## config.mk

```make
export PLATFORM = sky130hd
export DESIGN_NAME = axil_apb_bridge_ms
export DESIGN_NICKNAME = d
export VERILOG_FILES = /design/src/rtl/axil_apb_pkg.sv /design/src/rtl/apb_slv_mux.sv /design/src/rtl/axil_apb_bridge_ms.sv
export SDC_FILE = /design/constraint.sdc
export NUM_CORES = 1
export LEC_CHECK = 0
export CORE_AREA = 5 5 139 141
export CTS_BUF_LIST = sky130_fd_sc_hd__clkbuf_4
export DETAILED_ROUTE_END_ITERATION = 10
export DIE_AREA = 0 0 144 146
export PLACE_DENSITY = 0.8
export SLEW_MARGIN = 20
export SYNTH_ARGS = -nofsm -noshare
export SYNTH_HDL_FRONTEND = slang
export SYNTH_SLANG_ARGS = --single-unit
export TNS_END_PERCENT = 100
```

## constraint.sdc

```tcl
create_clock -name aclk -period 1.6 [get_ports aclk]
set_input_delay 0.32 -clock aclk [delete_from_list [all_inputs] [get_ports aclk]]
set_output_delay 0.32 -clock aclk [all_outputs]
set_load 0.02 [all_outputs]
```

## src/rtl/axil_apb_pkg.sv

```systemverilog
// Shared types and constants for the AXI-Lite to APB bridge.
// Holds the FSM state encoding, AXI response codes and the completer-select width helper.
package axil_apb_pkg;

    typedef enum logic [2:0] {
        ST_IDLE   = 3'd0,
        ST_SETUP  = 3'd1,
        ST_ACCESS = 3'd2,
        ST_WRESP  = 3'd3,
        ST_RRESP  = 3'd4
    } state_t;

    localparam logic [1:0] RESP_OKAY   = 2'b00;
    localparam logic [1:0] RESP_SLVERR = 2'b10;
    localparam logic [1:0] RESP_DECERR = 2'b11;

    // Never narrower than one bit so the index stays a legal vector; the
    // bridge forces it to zero when there is a single completer.
    function automatic int slv_sel_w(input int num_slv);
        return (num_slv > 1) ? $clog2(num_slv) : 1;
    endfunction

endpackage

```

## src/rtl/apb_slv_mux.sv

```systemverilog
// Completer decode: drives the one-hot psel from the index and returns the
// addressed completer's prdata/pready/pslverr (zeros for an out-of-range index).
module apb_slv_mux
    import axil_apb_pkg::*;
#(
    parameter int NUM_SLV = 4,
    parameter int DATA_W  = 32,
    parameter int IDX_W   = slv_sel_w(NUM_SLV)
) (
    input  logic [IDX_W-1:0]          idx,
    input  logic                      active,
    input  logic [NUM_SLV*DATA_W-1:0] prdata,
    input  logic [NUM_SLV-1:0]        pready,
    input  logic [NUM_SLV-1:0]        pslverr,
    output logic [NUM_SLV-1:0]        psel,
    output logic [DATA_W-1:0]         rdata_sel,
    output logic                      ready_sel,
    output logic                      err_sel
);

    // NOTE: every output gets a default before the loop so no latch is inferred.
    always_comb begin
        psel      = '0;
        rdata_sel = '0;
        ready_sel = 1'b0;
        err_sel   = 1'b0;
        for (int i = 0; i < NUM_SLV; i++) begin
            if (int'(idx) == i) begin
                psel[i]   = active;
                rdata_sel = prdata[i*DATA_W +: DATA_W];
                ready_sel = pready[i];
                err_sel   = pslverr[i];
            end
        end
    end

endmodule

```

## src/rtl/axil_apb_bridge_ms.sv

```systemverilog
// AXI-Lite to multi-completer APB bridge, one transaction in flight, fair write/read arbitration.
// Define APB_TIMEOUT_EN to bound the ACCESS phase to TIMEOUT_CYC cycles (SLVERR on expiry).
module axil_apb_bridge_ms
    import axil_apb_pkg::*;
#(
    parameter int ADDR_W      = 32,
    parameter int DATA_W      = 32,
    parameter int NUM_SLV     = 4,
    parameter int SEL_LSB     = 12,
    parameter int TIMEOUT_CYC = 256
) (
    input  logic                      aclk,
    input  logic                      areset,
    // AXI-Lite write
    input  logic [ADDR_W-1:0]         awaddr,
    input  logic                      awvalid,
    output logic                      awready,
    input  logic [DATA_W-1:0]         wdata,
    input  logic [DATA_W/8-1:0]       wstrb,
    input  logic                      wvalid,
    output logic                      wready,
    output logic [1:0]                bresp,
    output logic                      bvalid,
    input  logic                      bready,
    // AXI-Lite read
    input  logic [ADDR_W-1:0]         araddr,
    input  logic                      arvalid,
    output logic                      arready,
    output logic [DATA_W-1:0]         rdata,
    output logic [1:0]                rresp,
    output logic                      rvalid,
    input  logic                      rready,
    // APB
    output logic [NUM_SLV-1:0]        psel,
    output logic                      penable,
    output logic                      pwrite,
    output logic [ADDR_W-1:0]         paddr,
    output logic [DATA_W-1:0]         pwdata,
    output logic [DATA_W/8-1:0]       pstrb,
    input  logic [NUM_SLV*DATA_W-1:0] prdata,
    input  logic [NUM_SLV-1:0]        pready,
    input  logic [NUM_SLV-1:0]        pslverr,
    // debug
    output logic [2:0]                state
);

    localparam int STRB_W = DATA_W / 8;
    localparam int IDX_W  = slv_sel_w(NUM_SLV);

    state_t              cur, nxt;
    logic [ADDR_W-1:0]   addr_q;
    logic [DATA_W-1:0]   wdata_q;
    logic [STRB_W-1:0]   wstrb_q;
    logic                pwrite_q;
    logic [IDX_W-1:0]    idx_q;
    logic [1:0]          resp_q;
    logic [DATA_W-1:0]   rdata_q;
    logic                last_wr;

    logic                wr_req, rd_req;
    logic                grant_wr, grant_rd;
    logic [ADDR_W-1:0]   acc_addr;
    logic [IDX_W-1:0]    acc_idx;
    logic                acc_decerr;
    logic                xfer_act;
    logic [DATA_W-1:0]   sel_rdata;
    logic                sel_ready, sel_err;
    logic                timeout;

    // Fair arbitration: on a tie, serve whichever type was not served last.
    // Grants are masked during reset so no ready pulses while areset is high.
    assign wr_req     = awvalid && wvalid;
    assign rd_req     = arvalid;
    assign grant_wr   = (cur == ST_IDLE) && !areset && wr_req && (!rd_req || !last_wr);
    assign grant_rd   = (cur == ST_IDLE) && !areset && rd_req && (!wr_req || last_wr);
    assign acc_addr   = grant_wr ? awaddr : araddr;
    assign acc_idx    = (NUM_SLV > 1) ? acc_addr[SEL_LSB +: IDX_W] : '0;
    assign acc_decerr = int'(acc_idx) >= NUM_SLV;

    assign xfer_act = (cur == ST_SETUP) || (cur == ST_ACCESS);

    apb_slv_mux #(
        .NUM_SLV (NUM_SLV),
        .DATA_W  (DATA_W),
        .IDX_W   (IDX_W)
    ) u_mux (
        .idx       (idx_q),
        .active    (xfer_act),
        .prdata    (prdata),
        .pready    (pready),
        .pslverr   (pslverr),
        .psel      (psel),
        .rdata_sel (sel_rdata),
        .ready_sel (sel_ready),
        .err_sel   (sel_err)
    );

`ifdef APB_TIMEOUT_EN
    localparam int TMO_W = $clog2(TIMEOUT_CYC + 1);
    logic [TMO_W-1:0] tmo_cnt;

    always_ff @(posedge aclk) begin
        if (areset || cur != ST_ACCESS) tmo_cnt <= '0;
        else                            tmo_cnt <= tmo_cnt + 1'b1;
    end

    // tmo_cnt holds the number of ACCESS cycles already spent; fire on the last allowed one.
    assign timeout = (cur == ST_ACCESS) && !sel_ready && (tmo_cnt == TMO_W'(TIMEOUT_CYC - 1));
`else
    logic tmo_unused;
    assign tmo_unused = (TIMEOUT_CYC == 0);
    assign timeout    = 1'b0;
`endif

    // NOTE: state and datapath registers use non-blocking assignments only.
    always_ff @(posedge aclk) begin
        if (areset) cur <= ST_IDLE;
        else        cur <= nxt;
    end

    always_comb begin
        nxt     = cur;
        awready = 1'b0;
        wready  = 1'b0;
        arready = 1'b0;
        case (cur)
            ST_IDLE: begin
                if (grant_wr || grant_rd) begin
                    awready = grant_wr;
                    wready  = grant_wr;
                    arready = grant_rd;
                    if (acc_decerr) nxt = grant_wr ? ST_WRESP : ST_RRESP;
                    else            nxt = ST_SETUP;
                end
            end
            ST_SETUP:  nxt = ST_ACCESS;
            ST_ACCESS: if (sel_ready || timeout) nxt = pwrite_q ? ST_WRESP : ST_RRESP;
            ST_WRESP:  if (bready) nxt = ST_IDLE;
            ST_RRESP:  if (rready) nxt = ST_IDLE;
            default:   nxt = ST_IDLE;
        endcase
    end

    // NOTE: the datapath is reset too, since paddr/pwdata/rdata must read zero after reset.
    always_ff @(posedge aclk) begin
        if (areset) begin
            addr_q   <= '0;
            wdata_q  <= '0;
            wstrb_q  <= '0;
            pwrite_q <= 1'b0;
            idx_q    <= '0;
            resp_q   <= RESP_OKAY;
            rdata_q  <= '0;
            last_wr  <= 1'b0;
        end else begin
            if (grant_wr || grant_rd) begin
                addr_q   <= acc_addr;
                idx_q    <= acc_idx;
                pwrite_q <= grant_wr;
                last_wr  <= grant_wr;
                if (grant_wr) begin
                    wdata_q <= wdata;
                    wstrb_q <= wstrb;
                end
                if (acc_decerr) begin
                    resp_q  <= RESP_DECERR;
                    rdata_q <= '0;
                end
            end
            if (cur == ST_ACCESS) begin
                if (sel_ready) begin
                    resp_q <= sel_err ? RESP_SLVERR : RESP_OKAY;
                    if (!pwrite_q) rdata_q <= sel_rdata;
                end else if (timeout) begin
                    resp_q  <= RESP_SLVERR;
                    rdata_q <= '0;
                end
            end
        end
    end

    assign penable = (cur == ST_ACCESS);
    assign pwrite  = pwrite_q;
    assign paddr   = addr_q;
    assign pwdata  = wdata_q;
    assign pstrb   = (xfer_act && pwrite_q) ? wstrb_q : '0;
    assign bvalid  = (cur == ST_WRESP);
    assign rvalid  = (cur == ST_RRESP);
    assign bresp   = (cur == ST_WRESP) ? resp_q : RESP_OKAY;
    assign rresp   = (cur == ST_RRESP) ? resp_q : RESP_OKAY;
    assign rdata   = rdata_q;
    assign state   = cur;

endmodule

```

==> results.py <==
metrics = {
    "clock_network": {
        "cts_max_level": 3,
        "insertion_delay_ns": 0.47,
        "clock_sinks": 105,
        "cts_root_buf": "clkbuf_4",
        "cts_buffers": 9,
        "clk_pin_slew_ns": 0.17,
        "hold_buffers": 0,
        "cts_tree": "yes",
        "cts_max_path_buffers": 2,
    },
    "sta": {
        "fin_hold_ws_ns": 0.425,
        "period_needed_ns": 2.14,
        "fmax_mhz": 466,
        "finalClockSkew_ns": 0.0288,
        "finalCritPeriodShare_pct": 134,
        "setup_viol": 123,
        "hold_viol": 0,
        "rsz0062_at_grt": "yes",
        "max_slew_margin_pct": 46.6,
        "worst_slack_ns": -0.545,
        "slew_violations": 0,
        "worstMarginPinSlew_ns": 0.801,
    },
    "synthesis": {
        "ys_seq_area_share_pct": 36.4,
        "yosys.area.top_type_share_pct": 36.4,
        "synth_top_cell_by_area": "dfxtp_1",
        "synth_edf_count": 0,
        "synth_ff_type": "dfxtp_1",
        "ys_ff_latch": 105,
        "syn-instance-count": 561,
        "async_flop_share_pct": 0,
        "synth.top_cells.by_area": "dfxtp_1 36%, mux4_2 13%, a21oi_1 5.8%, a21bo_1 5.7%, a311oi_1 4.9%",
        "syn_area_mm2": 0.00578,
        "avgSynthCellArea_um2": 10.3,
        "yosys_warnings": 0,
        "synth_cell_types": 38,
    },
    "route": {
        "dr.pass1.iters": 5,
        "drc_errors": 0,
        "wirelength_mm": 28.4,
        "avgRoutedWirePerCell_um": 23.4,
        "via_count": 6635,
        "drt_iter0_markers": 231,
        "ant_nets": 0,
        "avgViaCountPerCell": 5.46,
    },
    "grt": {
        "antenna_found_initial": 2,
        "gr-total-overflow": 0,
        "grt-busiest-layer": "met2",
        "grtUsageMet2_pct": 41.9,
        "grt_pass1_vias": 6680,
        "use_met1_pct": 25.5,
        "grt_start_max_net_pins": 63,
        "grt_pass1_wl_mm": 38.1,
        "use_met3_pct": 6.51,
        "grt.total_usage_pct": 23.3,
    },
    "hold_path": {
        "hp-start": "wdata[5]",
        "holdCritPathClass": "input pin to register",
        "holdPathStages": 2,
    },
    "floorplan": {
        "fp.dieW_um": 144,
        "die-area_mm2": 0.0210,
        "start_util_pct": 32.4,
        "die_h_um": 146,
        "core-area_mm2": 0.0178,
        "rows": 49,
        "io_pins": 361,
    },
    "placed_design": {
        "io_buffers": 358,
        "placedCellCount": 1129,
        "pre_cts_ws_ns": -0.605,
        "place_hpwl_mm": 18.2,
        "place.gp.congestion": 0.807,
    },
    "cells_and_area": {
        "drive_gt1_share_pct": 37.7,
        "utilization_pct": 67.6,
        "area_delta_synth_final_pct": 109,
        "fillerInstances": 1355,
        "nNetsFinal": 1222,
        "final_cells": 1215,
    },
    "critical_path": {
        "worstSetupPathType": "register to output port",
        "path_max_fanout": 2,
        "setup.worst_path.start": "state[0]$_SDFFE_PP0P_",
        "cp.required_ns": 1.28,
        "cp-end-kind": "output port",
        "cp.arrival_ns": 1.82,
        "reg2regPathDepth": 7,
        "startpoint_type": "register",
        "rr_startpoint": "state[0]$_SDFFE_PP0P_",
    },
    "status": {
        "outcome": "finished with violations",
        "violations": "negative setup slack",
    },
    "flow_run": {
        "max_cap_violations": 0,
    },
    "power_and_ir_drop": {
        "p_leak_nw": 4.61,
        "vdd_ir_drop_max_mv": 0.560,
        "power_density_mw_per_mm2": 666,
    },
}
[Yosys cell counts (all sizes together) (5+ instances only)]
cell    count
dfxtp     105
nand3      34
and3        5
nand4      32
a311oi     32
a21bo      33
and2        5
mux4       34
clkbuf     40
o31ai      32
buf        37
nor2b      36
mux2       36
a21oi      67
nand2       5
[metrics by stage]
stage | power [mW] | cell area (µm²) | TNS (ns)
after floorplan | 4.16 | 5890 | -0.638
after global placement | 5.45 | 9870 | -38.60
after detailed placement | 5.48 | 9870 | -41.45
after CTS | 7.59 | 11200 | -26.25
after global routing | 8.38 | 12100 | -38.24
final | 8.03 | 12100 | -28.78
[state kept, by name (all words and copies together), names as in the netlist]
name / flops
last_wr: 1
state: 3
pwdata: 32
resp_q: 1
rdata: 32
wstrb_q: 4
paddr: 32
[what timing repair did]
item                                    CTS  global route
pin swaps                                52            61
gates cloned                             14            14
endpoints found under the setup margin  218           176
buffers inserted                         27            18
gates resized for setup                 335           175
[critical path, cell delays in order (launching register included)]
cell     delay [ns]
dfxtp_2        0.36
buf_6          0.11
or4_4          0.54
buf_12         0.15
nor2_4         0.07
buf_6          0.13
[power breakdown]
| group | switching (mW) | leakage, nW | internal, mW | total [mW] |
|---|---|---|---|---|
| clock | 0.968 | 0.0794 | 0.527 | 1.50 |
| sequential | 0.108 | 0.861 | 2.79 | 2.89 |
| combinational | 1.61 | 3.67 | 2.04 | 3.64 |
| total | 2.68 | 4.61 | 5.35 | 8.03 |
[placed cells by master (no fill, tap or decap), types with 5 or more instances in the layout]
cell and n:
mux4_2 34, clkdlybuf4s15_1 38, a21bo_1 33, buf_16 10, buf_4 56, clkdlybuf4s50_1 241
a21oi_1 27, a311oi_1 15, nand3_4 17, dfxtp_4 5, buf_6 43, buf_8 9
o31ai_2 10, clkbuf_4 11, o31ai_1 7, o31ai_4 15, nand4_1 32, nand3_1 5
mux2_4 20, nand3_2 12, clkbuf_16 9, buf_12 18, a21oi_2 39, mux2_1 16
a311oi_2 17, dfxtp_1 99, dlygate4sd2_1 42, clkbuf_2 14, nor2b_1 36
[per-layer routing]
metal | vias up | part of all wire, %
met1 | 3223 | 36
met5 | - | 0
met4 | 0 | 3.9
li1 | 3004 | -
met2 | 335 | 52
met3 | 73 | 8.3
[cell type report]
type | count | area, µm² | share of cell area, %
inverter | 2 | 11.3 | 0.0934
clock buffer | 11 | 82.6 | 0.685
clock inverter | 5 | 62.6 | 0.519
antenna | 2 | 5.00 | 0.0415
sequential | 105 | 2120 | 17.6
timing repair buffer | 483 | 5200 | 43.1
multi-input combinational | 378 | 4290 | 35.5
tap | 229 | 287 | 2.38
[kinds of logic (layout without fill, tap and decap cells)]
group	count (synthesis)	count (layout)	synth area share [%]
compound gates	172	172	21.6
flops	105	105	36.4
xor+xnor	1	1	0.152
simple gates	133	133	13.8
mux	70	70	21.4
buf+inv	79	501	6.54
other cells	1	4	0.0649
[final timing paths]
check / to / slack (ns)
worst min register to register: paddr[30]$_SDFFE_PP0P_ / 0.52
worst max-delay path: arready / -0.54
worst max register to register: paddr[24]$_SDFFE_PP0P_ / -0.47
worst min-delay path: pwdata[5]$_SDFFE_PP0P_ / 0.43
(Power assumes the default switching activity.)
